$ cat config.mk
export PLATFORM = sky130hd
export DESIGN_NAME = sram_1rw_port_master
export DESIGN_NICKNAME = d
export VERILOG_FILES = /design/src/rtl/sram_1rw_port_master.sv
export SDC_FILE = /design/constraint.sdc
export NUM_CORES = 1
export LEC_CHECK = 0
export CAP_MARGIN = 20
export CORE_ASPECT_RATIO = 0.5
export CORE_MARGIN = 2
export CORE_UTILIZATION = 40
export DETAILED_ROUTE_END_ITERATION = 12
export PLACE_DENSITY_LB_ADDON = 0.25
export SLEW_MARGIN = 5
export SYNTH_ARGS = -nofsm -noshare
export SYNTH_HDL_FRONTEND = slang
export SYNTH_SLANG_ARGS = --single-unit
$ cat constraint.sdc
create_clock -name clk -period 3.1 [get_ports clk]
set_clock_uncertainty 0.2 [all_clocks]
set_input_delay 0.31 -clock clk [delete_from_list [all_inputs] [get_ports clk]]
set_output_delay 0.31 -clock clk [all_outputs]
set_load 0.02 [all_outputs]
$ cat src/rtl/sram_1rw_port_master.sv
// sram_1rw_port_master: valid/ready initiator for port 0 of an OpenRAM 1RW macro.
// Requests are registered onto the macro pins. Read data is captured two cycles
// after accept and returned in order through a credit-gated response FIFO.
module sram_1rw_port_master #(
    parameter int unsigned DATA_WIDTH = 32,
    parameter int unsigned ADDR_WIDTH = 8,
    parameter int unsigned NUM_WMASKS = 4,
    parameter int unsigned RSP_DEPTH  = 4
) (
    input  logic                  clk,
    input  logic                  rst,
    input  logic                  req_valid,
    output logic                  req_ready,
    input  logic                  req_we,
    input  logic [NUM_WMASKS-1:0] req_wmask,
    input  logic [ADDR_WIDTH-1:0] req_addr,
    input  logic [DATA_WIDTH-1:0] req_wdata,
    output logic                  rsp_valid,
    input  logic                  rsp_ready,
    output logic [DATA_WIDTH-1:0] rsp_rdata,
    output logic                  sram_csb0,
    output logic                  sram_web0,
    output logic [NUM_WMASKS-1:0] sram_wmask0,
    output logic [ADDR_WIDTH-1:0] sram_addr0,
    output logic [DATA_WIDTH-1:0] sram_din0,
    input  logic [DATA_WIDTH-1:0] sram_dout0,
    output logic                  idle
);

    localparam int unsigned CNT_W  = $clog2(RSP_DEPTH + 1);
    localparam int unsigned PTR_W  = (RSP_DEPTH > 1) ? $clog2(RSP_DEPTH) : 1;
    localparam int unsigned CRED_W = CNT_W + 1;

    logic                  accept;
    logic                  push;
    logic                  pop;
    logic                  rd_flag1;
    logic                  rd_flag2;
    logic [CNT_W-1:0]      fifo_count;
    logic [PTR_W-1:0]      wr_ptr;
    logic [PTR_W-1:0]      rd_ptr;
    logic [CRED_W-1:0]     credits_used;
    logic [DATA_WIDTH-1:0] fifo_mem [RSP_DEPTH];

    // Pointer advance with wrap at RSP_DEPTH (depth need not be a power of two).
    function automatic logic [PTR_W-1:0] next_ptr(input logic [PTR_W-1:0] ptr);
        if (ptr == PTR_W'(RSP_DEPTH - 1)) begin
            return '0;
        end
        return ptr + PTR_W'(1);
    endfunction

    // Every read in flight or buffered holds one FIFO slot, so the FIFO can never overflow.
    assign credits_used = CRED_W'(fifo_count) + CRED_W'(rd_flag1) + CRED_W'(rd_flag2);
    assign req_ready    = (credits_used < CRED_W'(RSP_DEPTH));
    assign accept       = req_valid && req_ready;
    assign push         = rd_flag2;
    assign pop          = rsp_valid && rsp_ready;
    assign rsp_valid    = (fifo_count != '0);
    assign rsp_rdata    = fifo_mem[rd_ptr];
    assign idle         = !rd_flag1 && !rd_flag2 && (fifo_count == '0);

    // Register the accepted request onto the macro pins; deselect when nothing is accepted.
    always_ff @(posedge clk or posedge rst) begin
        if (rst) begin
            sram_csb0   <= 1'b1;
            sram_web0   <= 1'b1;
            sram_wmask0 <= '0;
            sram_addr0  <= '0;
            sram_din0   <= '0;
        end else if (accept) begin
            sram_csb0   <= 1'b0;
            sram_web0   <= !req_we;
            sram_wmask0 <= req_we ? req_wmask : '0;
            sram_addr0  <= req_addr;
            if (req_we) begin
                sram_din0 <= req_wdata;
            end
        end else begin
            sram_csb0   <= 1'b1;
            sram_web0   <= 1'b1;
            sram_wmask0 <= '0;
        end
    end

    // Read flags: stage 1 = pins driven, stage 2 = macro sampled, dout valid at next edge.
    always_ff @(posedge clk or posedge rst) begin
        if (rst) begin
            rd_flag1 <= 1'b0;
            rd_flag2 <= 1'b0;
        end else begin
            rd_flag1 <= accept && !req_we;
            rd_flag2 <= rd_flag1;
        end
    end

    // FIFO pointers and occupancy; push and pop may coincide at any fill level.
    always_ff @(posedge clk or posedge rst) begin
        if (rst) begin
            wr_ptr     <= '0;
            rd_ptr     <= '0;
            fifo_count <= '0;
        end else begin
            if (push) begin
                wr_ptr <= next_ptr(wr_ptr);
            end
            if (pop) begin
                rd_ptr <= next_ptr(rd_ptr);
            end
            case ({push, pop})
                2'b10:   fifo_count <= fifo_count + CNT_W'(1);
                2'b01:   fifo_count <= fifo_count - CNT_W'(1);
                default: fifo_count <= fifo_count;
            endcase
        end
    end

    // Capture macro read data into the FIFO storage (data path, no reset needed).
    always_ff @(posedge clk) begin
        if (push) begin
            fifo_mem[wr_ptr] <= sram_dout0;
        end
    end

endmodule

==> run summary, run 1 <==
status = finished, final reports clean
RSZ-0062 raised after global routing = false
share of cells above drive strength 1 = 24.4%
most frequent cell after synthesis = edfxtp_1
number of DRC markers in iteration 0 = 149
Clock Sinks = 183
Max Clk Rate = 365 MHz
Crit. End Element = output port
min-delay worst type = register to register
Fin. Hold Viols = 0
cell taking the most area after synthesis = edfxtp_1
Inst Count DP = 703
I/O Buffers = 161
vias per cell = 4.70
Core ar. = 16500 um^2
H-Tree Level Count = 4
final std cells w/o fill = 736
Die Height = 96.3 um
critical path's slowest cell = clkdlybuf4s50_1
Crit Path Class = register to output port
CTS buffer count = 17
CP required = 2590 ps
Routed Antenna Nets = 0
Rel. slew slack = 65.1%
P&R area growth vs syn = 37.0%
starting density of the core = 41.3%
Yosys warnings = 0
Seq/Total Area, Yosys = 76.6%
n_diodes = 0
number of top-level pins = 162
fill count = 1313
Post-CTS Setup Repair Bufs = 0
placed inst area = 8750 um^2
# rows = 33
DIE WIDTH = 189 um
total number of vias = 3462
setup violators final = 0
final worst-path cycle share = 88.4%
Die ar. = 18200 um^2
worst path arrival time = 2230 ps
r2r startpoint = push
pwr dens = 927 nW/um^2
number of distinct library cells after synthesis = 27
vias in the first global route = 3771
crit path time final = 2740 ps
first-pass GRT wire length = 19600 um
synth top area cells = edfxtp_1 (56%), dfrtp_1 (19%), mux4_2 (11%), mux2_2 (6.8%), ha_1 (1.3%)
Wirelength per Cell = 17.3 um
global route total overflow = 0
share of the synthesized area in the top cell type = 56.4%
worst slew pin tran = 523 ps
clock buffer depth = 2
Synth async-reset ratio = 30.1%
Max Cap Viol = 0
Synth Register Bits = 183
gr usage total = 14.6%
Post-Syn Instances = 314
Slowest Stage Delay on Critical Path = 650 ps
Slew Viols, Final = 0
Synth top cells by count = edfxtp_1 (128), dfrtp_1 (53), mux2_2 (41)
CP max FO = 10
drt total wl = 12700 um
PnR Total Power = 8.66 mW
ys flop type = edfxtp_1
hold path startpoint = rd_flag1
Worst setup SP type = register
Post-synth EDFFs = 128
Syn Nets = 403
number of remaining DRC errors = 0
pin count of the biggest net entering global routing = 38
Multi-input gate area = 1490 um^2
Placer Congestion = 0.704
post-synthesis instance area = 6820 um^2
critical path startpoint = push
Max VDD drop = 0.518 mV
CTS root buffer = clkbuf_16
initial antenna violation count = 0
Worst Slack Setup Final = 360 ps
Nets = 585
Design Area, Final = 9340 um^2
Detailed Place HPWL = 8230 um
Clock Latency Late Sink = 410 ps
P_leak = 3.32 nW
CP cell instances = ha_1 -> a21o_1 -> a21oi_1 -> clkdlybuf4s50_1
clock slew at reported path FFs = 70 ps
synthesized area per cell = 21.7 um^2
Fin Setup TNS = 0 ps
pre-CTS WS = 693 ps
Pre-antenna DRT Iters = 4
CTS tree = built
Reg area = 5220 um^2
-- sequential cells by signal, summed over array words and instances, names as in the netlist --
signal / count
fifo_count: 3
fifo_mem: 128
push: 1
rd_flag1: 1
rd_ptr: 2
sram_addr0: 8
sram_csb0: 1
sram_din0: 32
sram_web0: 1
sram_wmask0: 4
wr_ptr: 2
-- metrics by stage --
| step | util, % | hold WS, ps |
|---|---|---|
| floorplan | - | 175 |
| global route | 56.6 | 222 |
| global placement | 53.0 | 202 |
| detailed placement | 53.0 | 200 |
| finish | 56.6 | 204 |
| CTS | 56.6 | 205 |
-- path summary, 6_finish.rpt --
path                             endpoint  slack [ps]  cells after the start
max                             req_ready         360                      4
min                                  push         200                      0
max reg2reg                  sram_din0[4]         700                      5
min reg2reg                          push         200                      0
max in group asynchronous       sram_web0        1410                      4
min in group asynchronous  sram_wmask0[0]         560                      3
-- metal layers --
metal | track usage, % | part of all wire (%) | vias to the layer above
li1 | - | - | 1589
met1 | 17.9 | 43 | 1774
met2 | 23.7 | 49 | 90
met3 | 6.12 | 7.5 | 9
met4 | 4.88 | 0.81 | 0
met5 | 0 | 0 | -
-- cells by family (layout without fill, tap and decap cells) --
kind of cell	after synthesis	after routing	share of synthesized area, %
AO/OA/AOI/OAI	6	6	0.753
multiplexers	75	75	17.7
buffers and inverters	21	216	1.56
flip-flops	183	183	76.6
adder cells (fa/ha/maj)	8	8	1.58
XOR/XNOR	3	3	0.386
AND/OR/NAND/NOR	18	18	1.45
-- cells in the final DEF, fill, tap and decap left out, types with 2 or more instances in the layout --
| cell | synthesis | layout |
|---|---|---|
| clkdlybuf4s50_1 | 0 | 161 |
| edfxtp_1 | 128 | 128 |
| dfrtp_1 | 53 | 52 |
| mux2_2 | 41 | 41 |
| mux4_2 | 32 | 32 |
| clkbuf_16 | 0 | 17 |
| buf_4 | 0 | 11 |
| inv_1 | 10 | 9 |
| ha_1 | 7 | 7 |
| and2_2 | 0 | 4 |
| and2_1 | 8 | 4 |
| inv_6 | 0 | 4 |
| clkinvlp_4 | 0 | 4 |
| nand2_1 | 3 | 3 |
| clkbuf_1 | 4 | 3 |
| or3_1 | 2 | 2 |
| nor2_1 | 2 | 2 |
| o21ai_0 | 2 | 2 |
| xor2_1 | 2 | 2 |
| clkinv_4 | 0 | 2 |
| bufinv_16 | 0 | 2 |
| dfstp_2 | 2 | 2 |
-- power breakdown --
part / internal [mW] / switching, mW
Clock: 1.20 / 0.909
Sequential: 3.08 / 0.218
Combinational: 1.72 / 1.54
Total: 6.00 / 2.67
-- critical path: cells and delay by family, from the launching register on --
family	cells	cell delay, ps
buffers and inverters	1	650
AO/OA/AOI/OAI	2	380
flip-flops	1	460
adder cells (fa/ha/maj)	1	320
-- final cells by class --
| class | instances | share of cell area (%) |
|---|---|---|
| Clock buffer | 20 | 4.67 |
| Clock inverter | 12 | 1.53 |
| Inverter | 10 | 0.402 |
| Multi-Input combinational cell | 110 | 16.0 |
| Sequential cell | 183 | 55.9 |
| Tap cell | 227 | 3.04 |
| Timing Repair Buffer | 174 | 18.5 |
-- repair_timing --
action | 4_1_cts | 5_1_grt
hold buffers | 1 | 0
resized for setup | 0 | 0
endpoints found under the hold margin | 4 | 0
(Power assumes the default switching activity.)
==> inputs of run 2 (changes only) <==
- CELL_PAD_IN_SITES_DETAIL_PLACEMENT: default -> 2
- CELL_PAD_IN_SITES_GLOBAL_PLACEMENT: default -> 2
- DONT_BUFFER_PORTS: default -> 1
- TNS_END_PERCENT: default -> 10
==> run 2 against run 1 <==
- critical path depth up 1
- global-route usage up 3.8 points
- combinational power down 41%
- hold slack got worse by 50 ps
- sequential power grew 15%
- power is 9.7% lower
- critical path type is now register to register
==> run summary, run 2 (synthesis results as in run 1) <==
status = finished, final reports clean (unchanged)
total number of vias = 3296 (was 3462)
Rel. slew slack = 37.0% (was 65.1%)
Max Clk Rate = 403 MHz (was 365 MHz)
final worst-path cycle share = 80.1% (was 88.4%)
commonest cells after routing, fill and taps aside = edfxtp_1 (128), dlygate4sd3_1 (80), dfrtp_1 (52), mux2_2 (41), mux4_2 (32) (was clkdlybuf4s50_1 (161), edfxtp_1 (128), dfrtp_1 (52), mux2_2 (41), mux4_2 (32))
internal power = 5.07 mW (was 6.00 mW)
vias in the first global route = 3891 (was 3771)
Max VDD drop = 0.421 mV (was 0.518 mV)
worst slew pin tran = 945 ps (was 523 ps)
Worst setup SP type = register (unchanged)
max reg flops = 128 (unchanged)
number of remaining DRC errors = 0 (unchanged)
clock slew at reported path FFs = 70 ps (about the same)
R2R depth = 5 (unchanged)
Crit. End Element = register (was output port)
Max Cap Viol = 0 (unchanged)
part of the power in the clock network = 27.1% (was 24.4%)
n_diodes = 0 (unchanged)
Top Registers = fifo_mem: 128 flops, sram_din0: 32 flops, sram_addr0: 8 flops (unchanged)
pwr dens = 922 nW/um^2 (was 927 nW/um^2)
worst path arrival time = 2580 ps (was 2230 ps)
setup violators final = 0 (unchanged)
Detailed Place HPWL = 9070 um (was 8230 um)
Slew Viols, Final = 0 (unchanged)
critical path startpoint = push (unchanged)
pin count of the biggest net entering global routing = 56 (was 38)
Die Height = 96.3 um (unchanged)
Fin. Hold Viols = 0 (unchanged)
first-pass GRT wire length = 24000 um (was 19600 um)
number of top-level pins = 162 (unchanged)
Comb pwr share = 24.6% (was 37.6%)
Pre-antenna DRT Iters = 4 (unchanged)
Wirelength per Cell = 24.6 um (was 17.3 um)
most common cell after layout, fill and taps aside = edfxtp_1 (was clkdlybuf4s50_1)
min-delay worst type = input pin to asynchronous set/reset pin (was register to register)
Clock Latency Late Sink = 420 ps (was 410 ps)
P&R area growth vs syn = 24.4% (was 37.0%)
P_sw = 2.75 mW (was 2.67 mW)
number of DRC markers in iteration 0 = 107 (was 149)
starting density of the core = 41.3% (unchanged)
switching portion of total power = 35.2% (was 30.8%)
H-Tree Level Count = 4 (unchanged)
Die ar. = 18200 um^2 (unchanged)
P_leak = 3.00 nW (was 3.32 nW)
Crit Path Class = register to register (was register to output port)
Core ar. = 16500 um^2 (unchanged)
# rows = 33 (unchanged)
RSZ-0062 raised after global routing = false (unchanged)
Placer Congestion = 0.714 (was 0.704)
Hold Slack = 155 ps (was 204 ps)
utilization after layout = 51.3% (was 56.6%)
PnR Total Power = 7.82 mW (was 8.66 mW)
Clock Sinks = 183 (unchanged)
CP max FO = 37 (was 10)
crit path time final = 2480 ps (was 2740 ps)
share of cells above drive strength 1 = 28.5% (was 24.4%)
initial antenna violation count = 0 (unchanged)
Fin Setup TNS = 0 ps (unchanged)
Most flops, register = fifo_mem (unchanged)
global route total overflow = 0 (unchanged)
vias per cell = 5.09 (was 4.70)
gr usage total = 18.4% (was 14.6%)
DIE WIDTH = 189 um (unchanged)
r2r startpoint = push (unchanged)
CTS tree = built (unchanged)
clock buffer depth = 2 (unchanged)
Routed Antenna Nets = 0 (unchanged)
CTS buffer count = 17 (unchanged)
Nets = 497 (was 585)
drt total wl = 15900 um (was 12700 um)
Worst Slack Setup Final = 617 ps (was 360 ps)
pre-CTS WS = 593 ps (was 693 ps)
Flop pwr share = 48.3% (was 38.1%)
R2R Setup Slk = 620 ps (was 700 ps)
CTS root buffer = clkbuf_16 (unchanged)
I/O Buffers = 0 (was 161)
CP required = 3200 ps (was 2590 ps)
worst r2r dst = sram_din0[30] (was sram_din0[4])
run 2: cell types whose count changed in the layout (fill, tap and decap cells not counted), sizes merged:
cell           before  now
clkbuf             20   18
buf                12    6
clkdlybuf4s50     161    0
dlygate4sd3         1   80
bufinv              2    1
inv                14   17
run 2: how the worst max path moves through the flow:
stage,endpoint,slack (ps),cells past startpoint
detailed placement,sram_din0[30],590,5
floorplan,sram_din0[15],850,5
global route,sram_din0[30],480,5
global placement,sram_din0[25],760,5
CTS,sram_din0[30],580,5
finish,sram_din0[30],620,5
run 2: final cells by class:
cell class,count,area [um^2]
Tap cell,227,284
Sequential cell,183,5220
Clock buffer,18,429
Inverter,10,37.5
Timing Repair Buffer,86,871
Clock inverter,14,140
Fill cell,1447,8040
Multi-Input combinational cell,110,1490
run 2: per-layer routing:
metal | wire length (um) | up-vias | global-route usage (%)
met5 | 0 | - | 0
met4 | 184 | 0 | 5.86
met3 | 838 | 14 | 4.92
met2 | 8180 | 110 | 32.4
met1 | 6740 | 1761 | 22.7
li1 | - | 1411 | -
run 2: repair_timing:
action | CTS | global route
hold buffers | 80 | 0
setup buffers | 0 | 0
gates resized for setup | 0 | 0
endpoints found under the hold margin | 229 | 0
run 2: power by group through the flow:
stage	sequential [mW]	combinational (mW)	clock, mW
3_5_place_dp	3.80	1.83	0
2_1_floorplan	3.66	1.50	0
3_3_place_gp	3.78	1.74	0
4_1_cts	3.76	1.94	2.15
5_1_grt	3.83	2.07	2.25
6_report	3.78	1.93	2.12
run 2: through the flow:
stage / cells / instance area, um^2
after floorplan: 314 / 6820
after global placement: 535 / 7090
after detailed placement: 535 / 7090
after CTS: 647 / 8460
after global routing: 648 / 8480
final: 648 / 8480
run 2: worst max-delay path, cell delays in order, from the launching register on:
cell and delay, ps:
dfrtp_1 490, ha_1 340, a21o_1 230, a211oi_4 260, buf_4 420, mux2_2 400
